## config.mk

```make
export PLATFORM = sky130hd
export DESIGN_NAME = adder_share_arbiter
export DESIGN_NICKNAME = d
export VERILOG_FILES = /design/src/rtl/adder_share_arbiter.sv
export SDC_FILE = /design/constraint.sdc
export NUM_CORES = 1
export LEC_CHECK = 0
export CORE_MARGIN = 3
export CORE_UTILIZATION = 43
export CTS_CLUSTER_SIZE = 25
export DETAILED_ROUTE_END_ITERATION = 6
export PLACE_DENSITY = 0.8
export SETUP_SLACK_MARGIN = 0.1
export SLEW_MARGIN = 40
export SYNTH_ARGS = -nofsm -noshare
export SYNTH_HDL_FRONTEND = slang
export SYNTH_SLANG_ARGS = --single-unit
export TNS_END_PERCENT = 20
```

## constraint.sdc

```tcl
create_clock -name clk -period 3.3 [get_ports clk]
set_input_delay 0.33 -clock clk [delete_from_list [all_inputs] [get_ports clk]]
set_output_delay 0.33 -clock clk [all_outputs]
set_load 0.03 [all_outputs]
```

## src/rtl/adder_share_arbiter.sv

```systemverilog
`default_nettype none
// ============================================================================
// Module      : adder_share_arbiter
// Description : Round-robin sharing of one pipelined adder among NUM_REQ
//               requesters, with one-hot tagged responses and run/drain FSM.
// Revision    : 1.0 - initial release
// ============================================================================
module adder_share_arbiter #(
    parameter int NUM_REQ   = 4,
    parameter int DATA_W    = 4,
    parameter int RES_W     = 7,
    parameter int ADDER_LAT = 1
) (
    input  logic                      clk,
    input  logic                      reset,
    input  logic                      arb_en,
    input  logic [NUM_REQ-1:0]        req_valid,
    output logic [NUM_REQ-1:0]        req_ready,
    input  logic [NUM_REQ*DATA_W-1:0] req_a,
    input  logic [NUM_REQ*DATA_W-1:0] req_b,
    output logic [DATA_W-1:0]         adder_a,
    output logic [DATA_W-1:0]         adder_b,
    output logic                      adder_valid,
    input  logic [RES_W-1:0]          adder_c,
    output logic [NUM_REQ-1:0]        rsp_valid,
    output logic [RES_W-1:0]          rsp_c,
    output logic                      idle
);

    localparam int                 c_PTR_W   = (NUM_REQ > 1) ? $clog2(NUM_REQ) : 1;
    localparam logic [c_PTR_W:0]   c_NUM_REQ = (c_PTR_W+1)'(NUM_REQ);
    localparam logic [c_PTR_W-1:0] c_LAST    = c_PTR_W'(NUM_REQ-1);

    localparam logic [1:0] c_IDLE  = 2'd0;
    localparam logic [1:0] c_RUN   = 2'd1;
    localparam logic [1:0] c_DRAIN = 2'd2;

    logic [1:0]         r_state;
    logic [1:0]         w_state_nxt;
    logic               w_issue_en;
    logic               w_idle;
    logic               w_busy;

    logic [c_PTR_W-1:0] r_rr_ptr;
    logic [c_PTR_W:0]   w_sum;
    logic [c_PTR_W-1:0] w_grant_idx;
    logic [NUM_REQ-1:0] w_grant;
    logic               w_found;

    logic [DATA_W-1:0]  w_a [NUM_REQ];
    logic [DATA_W-1:0]  w_b [NUM_REQ];

    logic [DATA_W-1:0]  r_adder_a;
    logic [DATA_W-1:0]  r_adder_b;
    logic               r_adder_valid;
    logic [NUM_REQ-1:0] r_tag [ADDER_LAT+1];
    logic [NUM_REQ-1:0] r_rsp_valid;
    logic [RES_W-1:0]   r_rsp_c;

    genvar gi;
    generate
        for (gi = 0; gi < NUM_REQ; gi++) begin : g_unpack
            assign w_a[gi] = req_a[gi*DATA_W +: DATA_W];
            assign w_b[gi] = req_b[gi*DATA_W +: DATA_W];
        end
    endgenerate

    // FSM state register
    always_ff @(posedge clk or negedge reset) begin
        if (!reset) begin
            r_state <= c_IDLE;
        end else begin
            r_state <= w_state_nxt;
        end
    end

    // FSM next-state logic
    always_comb begin
        w_state_nxt = r_state;
        case (r_state)
            c_IDLE:  if (arb_en) w_state_nxt = c_RUN;
            c_RUN:   if (!arb_en) w_state_nxt = c_DRAIN;
            c_DRAIN: begin
                if (arb_en)       w_state_nxt = c_RUN;
                else if (!w_busy) w_state_nxt = c_IDLE;
            end
            default: w_state_nxt = c_IDLE;
        endcase
    end

    // FSM outputs; arb_en gates issue in the same cycle it falls
    always_comb begin
        w_issue_en = (r_state == c_RUN) && arb_en;
        w_idle     = (r_state == c_IDLE) && !w_busy;
    end

    // Round-robin search starting at r_rr_ptr, wrapping past NUM_REQ-1
    always_comb begin
        w_grant     = '0;
        w_grant_idx = '0;
        w_found     = 1'b0;
        w_sum       = '0;
        for (int k = 0; k < NUM_REQ; k++) begin
            w_sum = {1'b0, r_rr_ptr} + (c_PTR_W+1)'(k);
            if (w_sum >= c_NUM_REQ) begin
                w_sum = w_sum - c_NUM_REQ;
            end
            if (w_issue_en && !w_found && req_valid[w_sum[c_PTR_W-1:0]]) begin
                w_found                       = 1'b1;
                w_grant_idx                   = w_sum[c_PTR_W-1:0];
                w_grant[w_sum[c_PTR_W-1:0]]   = 1'b1;
            end
        end
    end

    always_ff @(posedge clk or negedge reset) begin
        if (!reset) begin
            r_rr_ptr      <= '0;
            r_adder_a     <= '0;
            r_adder_b     <= '0;
            r_adder_valid <= 1'b0;
        end else begin
            r_adder_valid <= w_found;
            if (w_found) begin
                r_adder_a <= w_a[w_grant_idx];
                r_adder_b <= w_b[w_grant_idx];
                r_rr_ptr  <= (w_grant_idx == c_LAST) ? '0 : w_grant_idx + c_PTR_W'(1);
            end
        end
    end

    // Grant tags travel alongside the adder so each result knows its owner
    always_ff @(posedge clk or negedge reset) begin
        if (!reset) begin
            for (int s = 0; s <= ADDER_LAT; s++) begin
                r_tag[s] <= '0;
            end
        end else begin
            r_tag[0] <= w_grant;
            for (int s = 1; s <= ADDER_LAT; s++) begin
                r_tag[s] <= r_tag[s-1];
            end
        end
    end

    always_comb begin
        w_busy = 1'b0;
        for (int s = 0; s <= ADDER_LAT; s++) begin
            w_busy = w_busy | (|r_tag[s]);
        end
    end

    always_ff @(posedge clk or negedge reset) begin
        if (!reset) begin
            r_rsp_valid <= '0;
            r_rsp_c     <= '0;
        end else begin
            r_rsp_valid <= r_tag[ADDER_LAT];
            if (|r_tag[ADDER_LAT]) begin
                r_rsp_c <= adder_c;
            end
        end
    end

    assign req_ready   = w_grant;
    assign adder_a     = r_adder_a;
    assign adder_b     = r_adder_b;
    assign adder_valid = r_adder_valid;
    assign rsp_valid   = r_rsp_valid;
    assign rsp_c       = r_rsp_c;
    assign idle        = w_idle;

endmodule
`default_nettype wire
```

==> results of run 1 <==
final cells by class:
type | instances | area, µm²
clock buffers | 7 | 86.3
flip-flops and latches | 32 | 802
clock inverters | 1 | 7.51
inverters | 4 | 15.0
well taps | 48 | 60.1
multi-input cells | 99 | 912
fillers | 289 | 1190
repair buffers | 74 | 721
routing by layer:
metal | up-vias | GRT usage | routed length [µm]
met1 | 702 | 0.217 | 1650
met2 | 33 | 0.356 | 2460
met3 | 2 | 0.0406 | 178
met5 | - | 0 | 0
met4 | 0 | 0.0383 | 29
li1 | 691 | - | -
per-stage QoR:
stage | power [mW] | instances | utilization | worst slack, ps | hold WS, ps
final | 2.36 | 265 | 0.685 | 276 | 368
after CTS | 2.36 | 264 | 0.680 | 103 | 369
after global routing | 2.52 | 265 | 0.685 | 139 | 381
after floorplan | 1.57 | 139 | - | 414 | 34.4
after global placement | 1.98 | 256 | 0.653 | 413 | 358
after detailed placement | 2.04 | 256 | 0.653 | 215 | 361
critical path, stage by stage, from the launching register on:
cell and delay (ps):
dfrtp_2 370, inv_1 110, ha_4 320, mux4_2 550, or3_4 390, nor2b_2 200, a22oi_1 110, o21ai_0 130
buf_4 220
worst min path at each step:
| stage | slack, ps | end | cells past startpoint |
|---|---|---|---|
| floorplan | 30 | adder_a[0]$_DFFE_PN0P_ | 0 |
| global placement | 360 | rsp_valid[1]$_DFF_PN0_ | 0 |
| detailed placement | 360 | r_tag[0]$_DFF_PN0_ | 0 |
| CTS | 370 | rsp_valid[3]$_DFF_PN0_ | 0 |
| global route | 380 | rsp_valid[0]$_DFF_PN0_ | 0 |
| finish | 370 | rsp_valid[3]$_DFF_PN0_ | 0 |
power groups by stage:
| stage | registers (mW) | logic (mW) | clock network [mW] |
|---|---|---|---|
| global route | 0.643 | 1.55 | 0.332 |
| global placement | 0.626 | 1.36 | 0 |
| CTS | 0.633 | 1.41 | 0.311 |
| detailed placement | 0.638 | 1.40 | 0 |
| finish | 0.621 | 1.44 | 0.304 |
| floorplan | 0.845 | 0.729 | 0 |
what timing repair did:
action / in CTS / in global routing
resized for setup: 4 / 1
buffers inserted: 0 / 1
setup endpoints to repair: 4 / 4
flip-flops by register name, summed over array words and instances (netlist names):
register,count
rsp_valid,4
adder_valid,1
r_tag,8
adder_a,4
rsp_c,7
r_rr_ptr,2
r_state,2
adder_b,4
placed cells by master, fill, tap and decap left out, drive strengths merged, types with 3 or more instances in the layout:
master,n
clkbuf,7
a22oi,9
a211oi,8
nand2,3
nor2,14
o21ai,6
mux2,8
nor2b,3
mux4,4
mux2i,8
dfrtp,32
ha,4
a221oi,8
clkdlybuf4s50,66
xnor2,3
buf,8
a21oi,4
inv,4
logic make-up (layout without fill, tap and decap cells):
family | count (synthesis) | after routing | synth area share
AO/OA/AOI/OAI | 41 | 41 | 0.217
XOR/XNOR | 3 | 3 | 0.0193
adder cells (fa/ha/maj) | 4 | 4 | 0.0286
buffers and inverters | 8 | 86 | 0.0322
flip-flops | 32 | 32 | 0.458
multiplexers | 20 | 20 | 0.151
AND/OR/NAND/NOR | 31 | 31 | 0.0944
==> impl_metrics.toml, run 1 <==
[finish]
diodes = 0
postLayoutCellArea_mm2 = 0.00260
drive_gt1_frac = 0.217
area_growth_pct = 48.9
layout.nets = 266

[clock_tree]
clkTransAtPathRegs_ps = 70
cts.sinks = 32
cts_buffers = 5
clk_latency_ps = 270
clk_path_buf_depth = 2
cts_tree = "done"
ctsHoldBuffers = 0
cts_root_buffer = "clkbuf_8"
htreeDepth = 2

[floorplan]
die_area_mm2 = 0.00487
start_util = 0.460
die_x_um = 69.8
rows = 22
ios = 71
die_h_um = 69.8
core-area_mm2 = 0.00380

[worst_setup_path]
cp-end-kind = "primary output"
worstSetupStartpoint = "r_rr_ptr[1]$_DFFE_PN0P_"
r2r_end = "adder_b[1]$_DFFE_PN0P_"
ff2ff_setup_slack_ps = 630
start_kind = "flop"
critical_path_class = "reg2out"
crit_end = "req_ready[3]"
arrival_ps = 2690
worst_ep_required_time_ps = 2970
r2r-start = "r_rr_ptr[1]$_DFFE_PN0P_"
cp_max_fo = 6
r2r_cells = 7

[drt]
dr.pass1.iters = 4
wl_per_cell_um = 16.3
routed_via_density = 5.39
postRouteAntennaNets = 0
dr.first_iter.drc_count = 77
post-route-drc-count = 0
routed_wl_mm = 4.32
vias = 1428

[timing]
finalClockSkew_ps = 10.2
min_period_ps = 3020
rsz0062_at_grt = "no"
worst_pin_slew_ps = 568
slew_headroom = 0.621
fmax_mhz = 331
drv_slew = 0
fin_setup_tns_ps = 0
finalSetupViolCount = 0
finalCritPeriodShare = 0.916
hold_viol_final = 0

[power]
vdd_drop_max_mv = 0.516
seqPwrFrac = 0.263
p_per_area_mw_per_mm2 = 907
leakagePower_nw = 1.09
internal-power_mw = 1.36
swShare = 0.424
p_clk_frac = 0.129
switchingPower_mw = 1.00
power_frac_comb = 0.609

[global_route]
track_usage = 0.189
grt_pass1_vias = 1527
grt_max_degree = 33
grt-ovfl-total = 0
antenna_found_initial = 0
grt_pass1_wl_mm = 7.51

[worst_hold_path]
hp-start = "r_tag[3]$_DFF_PN0_"
hold_path_class = "reg2reg"

[placement]
dp_hpwl_mm = 3.45
placed_area_mm2 = 0.00248
io_buffers = 70
gp_congestion = 0.945

[logic_synthesis]
avgSynthCellArea_um2 = 12.6
yosysUniqueCellTypes = 34
yosys-top-cells-count = "dfrtp_1, nor2_1, a22oi_1"
synth_top_cell_by_area = "dfrtp_1"
async_reset_ff_frac = 1.00
ys.flop_type = "dfrtp_1"
ys_top_cells_by_area = "dfrtp_1, a211oi_2, mux2_2, mux2i_1, a221oi_1"
yosys_register_bits = 32
seq_area_frac_synth = 0.458
yosysTopAreaCellShare = 0.458
synth-edff-count = 0
yosysWarnings = 0
syn_inst = 139
yosysMostFrequentCell = "dfrtp_1"
syn-cell-area_mm2 = 0.00175
synth_nets = 189

[outcome]
status = "completed"

[flow_run]
max-cap-violations = 0
Power figures use the tool's default switching activity.
==> inputs of run 2 (changes only) <==
Settings changed: SKIP_LAST_GASP set to 1.
==> results of run 2 <==
Final layout, timing and power as in run 1 (identical DEF).
